**src/rtl/apb_regbank_pkg.sv**
```systemverilog
// Shared definitions for the APB register bank slave:
// register offsets, CTRL field layout, FSM encoding and decode selects.
package apb_regbank_pkg;

  typedef enum logic [1:0] {
    ST_IDLE   = 2'd0,
    ST_SETUP  = 2'd1,
    ST_ACCESS = 2'd2
  } state_e;

  typedef enum logic [2:0] {
    SEL_NONE   = 3'd0,
    SEL_CTRL   = 3'd1,
    SEL_STATUS = 3'd2,
    SEL_IRQCLR = 3'd3,
    SEL_SCR    = 3'd4
  } sel_e;

  localparam logic [7:0] OFF_CTRL   = 8'h00;
  localparam logic [7:0] OFF_STATUS = 8'h04;
  localparam logic [7:0] OFF_IRQCLR = 8'h08;
  localparam logic [7:0] OFF_SCR0   = 8'h0C;
  localparam logic [7:0] OFF_LAST   = 8'h1C;

  localparam int NUM_SCR        = 5;
  localparam int CTRL_IRQEN_BIT = 0;
  localparam int CTRL_WS_LSB    = 1;
  localparam int CTRL_WS_W      = 3;
  localparam int STAT_PEND_BIT  = 16;

endpackage

```
**src/rtl/apb_regbank_if.sv**
```systemverilog
// APB bus bundle between a master and the register bank slave.
// Signal names follow the bus-level port names of the block.
interface apb_regbank_if #(
  parameter int AW = 32,
  parameter int DW = 32
);
  import apb_regbank_pkg::*;

  logic          apb_psel;
  logic          apb_penable;
  logic          apb_pwrite;
  logic [AW-1:0] apb_paddr;
  logic [DW-1:0] apb_wdata;
  logic          apb_pready;
  logic [DW-1:0] apb_prdata;
  logic          apb_pslverr;

  modport master (
    output apb_psel, apb_penable, apb_pwrite,
    output apb_paddr, apb_wdata,
    input  apb_pready, apb_prdata, apb_pslverr
  );

  modport slave (
    input  apb_psel, apb_penable, apb_pwrite,
    input  apb_paddr, apb_wdata,
    output apb_pready, apb_prdata, apb_pslverr
  );

endinterface

```
**src/rtl/apb_regbank_decode.sv**
```systemverilog
// Combinational offset decode: register select, scratch index
// and the slave-error condition for the captured access.
module apb_regbank_decode
  import apb_regbank_pkg::*;
#(
  parameter int AW = 32
) (
  input  logic [AW-1:0] offset_i,
  input  logic          write_i,
  output sel_e          sel_o,
  output logic [2:0]    scr_idx_o,
  output logic          err_o
);

  logic in_range;
  logic aligned;

  assign in_range = (offset_i <= AW'(OFF_LAST));
  assign aligned  = (offset_i[1:0] == 2'b00);

  always_comb begin
    sel_o     = SEL_NONE;
    scr_idx_o = 3'd0;
    err_o     = 1'b0;
    if (!in_range || !aligned) begin
      err_o = 1'b1;
    end else begin
      unique case (offset_i[4:2])
        3'd0: sel_o = SEL_CTRL;
        3'd1: begin
          sel_o = SEL_STATUS;
          err_o = write_i;
        end
        3'd2: begin
          sel_o = SEL_IRQCLR;
          err_o = !write_i;
        end
        default: begin
          sel_o     = SEL_SCR;
          scr_idx_o = offset_i[4:2] - 3'd3;
        end
      endcase
    end
  end

endmodule

```
**src/rtl/apb_regbank_slave.sv**
```systemverilog
// APB slave with CTRL/STATUS/IRQCLR/SCRATCH registers, programmable
// wait states, a write counter and a wrap interrupt.
module apb_regbank_slave
  import apb_regbank_pkg::*;
#(
  parameter int APB_ADDR_WIDTH = 32,
  parameter int APB_DATA_WIDTH = 32,
  parameter logic [APB_ADDR_WIDTH-1:0] BASE_ADDR = '0,
  parameter int WCNT_WIDTH = 16
) (
  input  logic         apb_pclk,
  input  logic         apb_prst,
  apb_regbank_if.slave bus,
  output logic         irq
);

  localparam int AW = APB_ADDR_WIDTH;
  localparam int DW = APB_DATA_WIDTH;

  state_e                 state_q, state_d;
  logic [CTRL_WS_W-1:0]   ws_cnt_q, ws_cnt_d;
  logic [AW-1:0]          off_q;
  logic                   wr_q;
  logic [DW-1:0]          wdata_q;
  logic                   irqen_q;
  logic [CTRL_WS_W-1:0]   ws_q;
  logic [DW-1:0]          scr_q [NUM_SCR];
  logic [WCNT_WIDTH-1:0]  wcnt_q, wcnt_d;
  logic                   pend_q, pend_d;

  sel_e       sel;
  logic [2:0] scr_idx;
  logic       err;
  logic       pready;
  logic       commit;
  logic       wr_ok;
  logic       wrap;
  logic [DW-1:0] rdata;

  apb_regbank_decode #(.AW(AW)) u_dec (
    .offset_i  (off_q),
    .write_i   (wr_q),
    .sel_o     (sel),
    .scr_idx_o (scr_idx),
    .err_o     (err)
  );

  always_comb begin
    state_d  = state_q;
    ws_cnt_d = ws_cnt_q;
    unique case (state_q)
      ST_IDLE: begin
        if (bus.apb_psel && !bus.apb_penable) state_d = ST_SETUP;
      end
      ST_SETUP: begin
        state_d  = ST_ACCESS;
        ws_cnt_d = ws_q;
      end
      ST_ACCESS: begin
        if (!bus.apb_psel || pready) state_d = ST_IDLE;
        else ws_cnt_d = ws_cnt_q - 1'b1;
      end
      default: state_d = ST_IDLE;
    endcase
  end

  always_ff @(posedge apb_pclk or posedge apb_prst) begin
    if (apb_prst) begin
      state_q  <= ST_IDLE;
      ws_cnt_q <= '0;
    end else begin
      state_q  <= state_d;
      ws_cnt_q <= ws_cnt_d;
    end
  end

  // Bus fields are frozen here; later changes during ACCESS are ignored.
  always_ff @(posedge apb_pclk or posedge apb_prst) begin
    if (apb_prst) begin
      off_q   <= '0;
      wr_q    <= 1'b0;
      wdata_q <= '0;
    end else if (state_q == ST_SETUP) begin
      off_q   <= bus.apb_paddr - BASE_ADDR;
      wr_q    <= bus.apb_pwrite;
      wdata_q <= bus.apb_wdata;
    end
  end

  assign pready = (state_q == ST_ACCESS) && (ws_cnt_q == '0);
  assign commit = pready && bus.apb_psel && bus.apb_penable;
  assign wr_ok  = commit && wr_q && !err;
  assign wrap   = wr_ok && (&wcnt_q);

  always_comb begin
    wcnt_d = wr_ok ? wcnt_q + 1'b1 : wcnt_q;
    pend_d = pend_q;
    if (wr_ok && sel == SEL_IRQCLR && wdata_q[0]) pend_d = 1'b0;
    if (wrap) pend_d = 1'b1;
  end

  always_ff @(posedge apb_pclk or posedge apb_prst) begin
    if (apb_prst) begin
      wcnt_q  <= '0;
      pend_q  <= 1'b0;
      irqen_q <= 1'b0;
      ws_q    <= '0;
    end else begin
      wcnt_q <= wcnt_d;
      pend_q <= pend_d;
      if (wr_ok && sel == SEL_CTRL) begin
        irqen_q <= wdata_q[CTRL_IRQEN_BIT];
        ws_q    <= wdata_q[CTRL_WS_LSB +: CTRL_WS_W];
      end
    end
  end

  always_ff @(posedge apb_pclk or posedge apb_prst) begin
    if (apb_prst) begin
      for (int i = 0; i < NUM_SCR; i++) scr_q[i] <= '0;
    end else if (wr_ok && sel == SEL_SCR) begin
      for (int i = 0; i < NUM_SCR; i++) begin
        if (32'(scr_idx) == i) scr_q[i] <= wdata_q;
      end
    end
  end

  always_comb begin
    rdata = '0;
    unique case (sel)
      SEL_CTRL:   rdata = {28'd0, ws_q, irqen_q};
      SEL_STATUS: rdata = {15'd0, pend_q, 16'(wcnt_q)};
      SEL_SCR: begin
        for (int i = 0; i < NUM_SCR; i++) begin
          if (32'(scr_idx) == i) rdata = scr_q[i];
        end
      end
      default:    rdata = '0;
    endcase
  end

  assign bus.apb_pready  = pready;
  assign bus.apb_pslverr = pready && err;
  assign bus.apb_prdata  = (state_q == ST_ACCESS) ? rdata : '0;
  assign irq             = pend_q && irqen_q;

endmodule
```
**src/flat_wrapper.sv**
```systemverilog
// flat-port wrapper written by rule: the top's interface ports become plain ports
module apb_regbank_slave_flat import apb_regbank_pkg::*;
#(
  parameter int APB_ADDR_WIDTH = 32,
  parameter int APB_DATA_WIDTH = 32,
  parameter logic [APB_ADDR_WIDTH-1:0] BASE_ADDR = '0,
  parameter int WCNT_WIDTH = 16
)
  (apb_pclk, apb_prst, irq, bus_apb_psel, bus_apb_penable, bus_apb_pwrite, bus_apb_paddr, bus_apb_wdata, bus_apb_pready, bus_apb_prdata, bus_apb_pslverr);
  apb_regbank_if bus_i ();
  input  logic apb_pclk;
  input  logic apb_prst;
  output logic irq;
  input wire logic [$bits(bus_i.apb_psel)-1:0] bus_apb_psel;
  input wire logic [$bits(bus_i.apb_penable)-1:0] bus_apb_penable;
  input wire logic [$bits(bus_i.apb_pwrite)-1:0] bus_apb_pwrite;
  input wire logic [$bits(bus_i.apb_paddr)-1:0] bus_apb_paddr;
  input wire logic [$bits(bus_i.apb_wdata)-1:0] bus_apb_wdata;
  output wire logic [$bits(bus_i.apb_pready)-1:0] bus_apb_pready;
  output wire logic [$bits(bus_i.apb_prdata)-1:0] bus_apb_prdata;
  output wire logic [$bits(bus_i.apb_pslverr)-1:0] bus_apb_pslverr;
  assign bus_i.apb_psel = bus_apb_psel;
  assign bus_i.apb_penable = bus_apb_penable;
  assign bus_i.apb_pwrite = bus_apb_pwrite;
  assign bus_i.apb_paddr = bus_apb_paddr;
  assign bus_i.apb_wdata = bus_apb_wdata;
  assign bus_apb_pready = bus_i.apb_pready;
  assign bus_apb_prdata = bus_i.apb_prdata;
  assign bus_apb_pslverr = bus_i.apb_pslverr;
  apb_regbank_slave #(.APB_ADDR_WIDTH(APB_ADDR_WIDTH), .APB_DATA_WIDTH(APB_DATA_WIDTH), .BASE_ADDR(BASE_ADDR), .WCNT_WIDTH(WCNT_WIDTH)) u_core (.apb_pclk(apb_pclk), .apb_prst(apb_prst), .bus(bus_i), .irq(irq));
endmodule
```
**config.mk**
```make
export PLATFORM = sky130hd
export DESIGN_NAME = apb_regbank_slave_flat
export DESIGN_NICKNAME = d
export VERILOG_FILES = /design/src/rtl/apb_regbank_pkg.sv /design/src/rtl/apb_regbank_if.sv /design/src/rtl/apb_regbank_decode.sv /design/src/rtl/apb_regbank_slave.sv /design/src/flat_wrapper.sv
export SDC_FILE = /design/constraint.sdc
export NUM_CORES = 1
export LEC_CHECK = 0
export CAP_MARGIN = 0
export CELL_PAD_IN_SITES_DETAIL_PLACEMENT = 1
export CELL_PAD_IN_SITES_GLOBAL_PLACEMENT = 1
export CORE_MARGIN = 3
export CORE_UTILIZATION = 44
export CTS_CLUSTER_SIZE = 14
export DETAILED_ROUTE_END_ITERATION = 6
export GPL_TIMING_DRIVEN = 0
export PLACE_DENSITY_LB_ADDON = 0.1
export SLEW_MARGIN = 5
export SYNTH_ARGS = -nofsm -noshare
export SYNTH_HDL_FRONTEND = slang
export SYNTH_HIERARCHICAL = 1
export SYNTH_SLANG_ARGS = --single-unit
```
**constraint.sdc**
```tcl
create_clock -name apb_pclk -period 8.28 [get_ports apb_pclk]
set_input_delay 1.656 -clock apb_pclk [delete_from_list [all_inputs] [get_ports apb_pclk]]
set_output_delay 1.656 -clock apb_pclk [all_outputs]
set_load 0.02 [all_outputs]
```
; Yosys cells after proc, flatten, opt, wreduce, memory -nomap -nowiden
; Index checks and enable logic that the tools add are counted.
[totals]
ramBits = 0
mem_bits_ro = 0
memories = 0
output_inout_bits = 35
elab_cells = 90
inputBits = 69
latch_bits = 0
register_bits = 251
[op_classes]
eq_ne = 15
multipliers = 0
reduce_logical = 37
bitwise_logic = 0
order_cmp = 1
mux = 20
div_mod_pow = 0
n_addsub = 3
shifts = 0
[ops]
columns = op, count
row1 = 32-bit 2-to-1 mux, 6
row2 = 32-bit one-hot mux with 3 select lines, 1
row3 = "32-bit by 5-bit <= comparator with 1-bit output, second input constant", 1
row4 = "16-bit by 1-bit adder with 16-bit output, second input constant", 1
row5 = 16-bit AND reduction, 1
row6 = "3-bit by 2-bit == test with 1-bit output, second input constant", 5
row7 = 2-bit AND reduction, 7
row8 = 1-bit logical AND, 13
row9 = 3-bit 2-to-1 mux, 4
row10 = "3-bit by 1-bit == test with 1-bit output, second input constant", 3
row11 = 3-bit logical NOT, 3
row12 = 3-bit one-hot mux with 3 select lines, 1
row13 = "3-bit == test, second input constant", 2
row14 = 1-bit logical NOT, 6
row15 = 2-bit one-hot mux with 3 select lines, 1
row16 = 3-bit one-hot mux with 2 select lines, 1
row17 = 2-bit logical NOT, 2
row18 = 2-bit 2-to-1 mux, 2
row19 = "2-bit by 1-bit inequality test with 1-bit output, second input constant", 2
row20 = 2-bit nonzero test, 2
row21 = 1-bit 2-to-1 mux, 3
row22 = 3-bit OR reduction, 1
row23 = "3-bit by 1-bit subtractor with 3-bit output, second input constant", 1
row24 = "3-bit by 2-bit subtractor with 3-bit output, second input constant", 1
row25 = 5 further kinds, 6

; Longest topological paths before layout
[depth]
word_depth = 12
mapped_depth = 13
depth_no_buf = 9

; Modules after synthesis
; Netlist, hierarchy kept.
[by_module_without_submodules]
columns = module, seq_area_each_um2, cells_per_inst, instances, area_per_inst_um2
row1 = apb_regbank_slave, 6281.0, 721, 1, 11262.1
row2 = apb_regbank_decode, 0.0, 30, 1, 200.2

; Worst setup path before layout
; No wires, ideal clock.
[synth_path]
path_type = register to output
from = reg u_core.off_q[6]
to = out bus_apb_prdata[10]
n_path_buf = 1
required_ns = 6.624
arrival_ns = 2.804
path_stages_with_launch = 9
setup_slack_ns = 3.820
cell_sequence = dfrtp_1 nor4_1 nand4_1 nor4_1 nor2b_1 nor2b_1 buf_2 a222oi_1 nor2_1
[synth_between]
word_cells_on_any_way = 20
cone_classes = order compare: 1 / eq/ne: 7 / mux: 9 / reduce/logical: 3
[synth_lines]
columns = element, line
row1 = "start, declared", apb_regbank_slave.sv:22  ; logic [AW-1:0] off_q;
row2 = "start signal, assigned", apb_regbank_slave.sv:84  ; off_q <= bus.apb_paddr - BASE_ADDR;
row3 = 32-bit by 5-bit <= comparator with 1-bit output (*), apb_regbank_decode.sv:18  ; assign in_range = (offset_i <= AW'(OFF_LAST));
row4 = 1-bit logical NOT (*), apb_regbank_decode.sv:25  ; if (!in_range || !aligned) begin
row5 = 1-bit logical OR (*), apb_regbank_decode.sv:25
row6 = 3-bit 2-to-1 mux (*), apb_regbank_decode.sv:25
row7 = net u_core.sel[1], apb_regbank_slave.sv:31  ; sel_e sel;
row8 = 3-bit == test (tied with other cells), apb_regbank_slave.sv:130  ; unique case (sel)
row9 = 32-bit one-hot mux with 3 select lines (*), apb_regbank_slave.sv:130
row10 = 32-bit 2-to-1 mux (*), apb_regbank_slave.sv:144  ; assign bus.apb_prdata = (state_q == ST_ACCESS) ? rdata : '0;
row11 = "end, declared", flat_wrapper.sv:20  ; output wire logic [$bits(bus_i.apb_prdata)-1:0] bus_apb_prdata;
; Mark *: on every way through the listed nets, which the timed path passes. The rest lies on a longest branch.

; Worst setup path in the final report
[layout_path]
from = reg u_core.off_q[25]
to = out bus_apb_prdata[16]
; Same word-level chain as after synthesis.

==> implementation parameters <==
Parameter                              Value

Run status
  Result of the run ... finished clean

Synthesis
  Post-synth EDFFs ... 0
  Average cell area after synthesis ... 15.3 um2
  Synthesized flop and latch total ... approximately 250
  Register area share after synthesis ... between 50% and 60%
  Mapped cell area ... ~11000 um2
  Number of warnings printed during yosys synthesis ... 6
  Net count of the mapped netlist ... between 800 and 900
  Most instantiated flip-flop cell in the synthesis netlist ... dfrtp_1
  Cell variety after synth ... 51
  Synth Instances ... 751
  Async set or reset register ratio after synthesis ... 100%

Floorplanning
  Area of the core region ... 25400 um2
  Floorplan die area ... approximately 28000 um2
  Count of pins on the block boundary ... roughly 100
  Die boundary height ... between 150 and 200 um
  Die outline width ... 167 um
  Initial core utilization ... a little under half
  Site row count ... 58

Global route
  Initial antenna violation count ... 0
  GRT Util Overall ... just over 20%
  Via count of the first global-routing pass ... a little over 8k
  Global-route wire length before repair ... 46.2 mm
  Total grt overflow ... 0
  Pin count of the biggest net entering global routing ... 44

Timing
  Top achievable clock speed ... between 0.15 and 0.2 GHz
  Post-route clock skew ... between 0.01 and 0.015 ns
  RSZ-0062 raised after global routing ... no
  Final hold violation count ... 0
  Max Transition Viols Final ... 0
  Slew @ Worst Pin ... 1.18 ns
  Minimum clock period after layout ... 6.58 ns
  Total negative slack ... 0 ns
  Final Setup Violations ... 0
  Worst slew margin ... about a fifth
  Minimum setup slack in the final design ... about 1.7 ns
  Period utilisation layout ... between 70 and 80%

Clocking
  Inserted Clock Buffers ... 29
  H-tree depth reported by CTS ... 1
  Number of clock sinks seen by CTS ... between 200 and 300
  Clock transition at the register clock pins on the worst setup and hold paths after CTS ... 0.06 ns
  Resized Gates After CTS ... 0
  CTS tree ... done
  Worst skew pair latency ... about 0.54 ns
  Cts-stage hold buffer count ... 0
  Bufs on Longest Clock Path ... 3
  Post-CTS Repair Setup Buffers ... 0
  CTS root buffer ... clkbuf_16

Worst setup path
  Required time of the critical path ... roughly 6.6 ns
  Reg-to-reg startpoint ... u_core/off_q[25]
  WP data arrival ... slightly below 5 ns
  Reg2reg path depth ... 9
  Largest fanout on the critical path ... 10
  Critical Path Source Type ... register
  End of the worst register-to-register path ... u_core/scr_q[135]
  Crit path capture type ... primary output
  Startpoint-to-endpoint class of the critical path ... reg -> out
  FF-to-FF setup slack ... between 4 and 5 ns

Detailed routing
  Initial DRC count ... around 420
  DRT Wirelength ... ~29 mm
  DRC viols ... 0
  Antenna violation net count after detailed routing ... 0
  Post-detailed-route wirelength per cell ... roughly 23 um
  Drt pass-1 iters ... 5
  Average vias per placed instance ... around 5.6
  Vias post-DR ... about 7.0k

Layout
  Net total in the final layout ... about 970
  Antenna diode count ... 0
  Summed area of non-filler cells in the final layout ... around 14000 um2
  Synth-to-Final Area Change ... 22.7%
  Layout cell share with drive strength beyond 1 ... 37.5%

Place
  # port buffers ... 103
  Placed cell areas ... 13000 um2
  DP Worst Slack ... 2.30 ns
  Final Wtd Congestion ... roughly 0.76
  Placed wire-length estimate after detailed placement ... around 19 mm

Power
  Worst IR Drop VDD ... about 0.15 mV
  Pwr dens ... approximately 230 nW/um2
  Leakage ... between 6 and 7 nW
  PnR Total Power ... about 0.0033 W

Worst hold path
  WHS Path Cells ... 1
  Startpoint of the worst hold path ... u_core/scr_q[75]
  Hold/Removal Path Class ... reg -> reg
  Hold endpoint ... u_core/scr_q[75]

Run
  Max-cap violations ... 0
==> placed cells by master, fill, tap and decap left out, drive strengths merged, types with 13 or more instances in the layout <==
| cell type | instances |
|---|---|
| a22oi | 19 |
| nor2 | 41 |
| nand2 | 14 |
| clkbuf | 51 |
| a222oi | 13 |
| buf | 41 |
| dfrtp | 251 |
| clkdlybuf4s50 | 103 |
| mux4 | 32 |
| mux2 | 230 |
==> synthesized netlist by cell type, drive strengths merged, types with 7 or more instances <==
| cell | count | area, um2 |
|---|---|---|
| dfrtp | 251 | 6280 |
| nor4 | 12 | 81.3 |
| ha | 7 | 87.6 |
| inv | 8 | 30.0 |
| mux4 | 32 | 721 |
| mux2 | 230 | 2820 |
| xnor2 | 12 | 105 |
| nor2 | 41 | 156 |
| a222oi | 13 | 130 |
| nand4 | 10 | 77.6 |
| nand2 | 14 | 52.6 |
| clkbuf | 9 | 33.8 |
| a22oi | 19 | 143 |
| buf | 35 | 282 |
==> stage by stage <==
| step | std cells | util [%] | hold slack [ns] |
|---|---|---|---|
| final | 1243 | 55.4 | 0.487 |
| after global routing | 1243 | 55.4 | 0.508 |
| after CTS | 1243 | 55.4 | 0.490 |
| after detailed placement | 1190 | 51.3 | 0.477 |
| after global placement | 1184 | 50.8 | 0.461 |
| after floorplan | 751 | - | 0.452 |
==> flip-flops by register name, summed over array words and instances (netlist names) <==
name and count:
u_core/irqen_q 1, u_core/off_q 32, u_core/pend_q 1, u_core/scr_q 160, u_core/state_q 2, u_core/wcnt_q 16
u_core/wdata_q 32, u_core/wr_q 1, u_core/ws_cnt_q 3, u_core/ws_q 3
==> metal layers <==
layer	share of wire, %	up-vias	track usage (%)
met1	43	3740	26.8
met5	0	-	0
met4	1.8	0	4.62
li1	-	3073	-
met3	3.2	34	2.88
met2	52	132	37.1
==> worst max-delay path by stage <==
| stage | end | cells past startpoint | start | slack, ns |
|---|---|---|---|---|
| final | bus_apb_prdata[16] | 8 | u_core/off_q[25] | 1.70 |
| after global routing | bus_apb_prdata[16] | 8 | u_core/off_q[25] | 1.43 |
| after CTS | bus_apb_prdata[15] | 8 | u_core/off_q[25] | 1.71 |
| after detailed placement | bus_apb_prdata[15] | 8 | u_core/off_q[6] | 2.30 |
| after global placement | u_core/scr_q[43] | 2 | apb_prst | 1.68 |
| after floorplan | u_core/irqen_q | 1 | apb_prst | 3.32 |
==> cell type report <==
class	instances	area, um2
plain buffers	44	315
flip-flops and latches	251	6280
clock inverters	11	190
well taps	330	413
fillers	2433	11300
multi-input cells	448	4840
inverters	8	33.8
repair buffers	109	1150
clock buffers	42	845
==> power breakdown <==
| part | internal (W) | switching [W] |
|---|---|---|
| logic | 0.000195 | 0.000137 |
| registers | 0.00138 | 0.000178 |
| clock network | 0.000862 | 0.000509 |
==> worst max-delay path: stages (launching register included) <==
cell             delay (ns)
dfrtp_1                0.38
nor4_1                 0.41
nand4_1                0.36
nor4_1                 1.01
nor2b_1                0.28
o311ai_2               0.68
clkbuf_1               0.54
nor2_1                 0.14
clkdlybuf4s50_1        0.58
==> cell families after synthesis <==
logic type	Yosys count	share of synthesized area [%]
mux	263	30.9
flops	251	54.8
simple gates	112	5.75
buf+inv	52	3.01
compound gates	50	3.51
xor+xnor	16	1.22
fa+ha+maj	7	0.764
No activity file was read; power rests on OpenSTA's default activity.
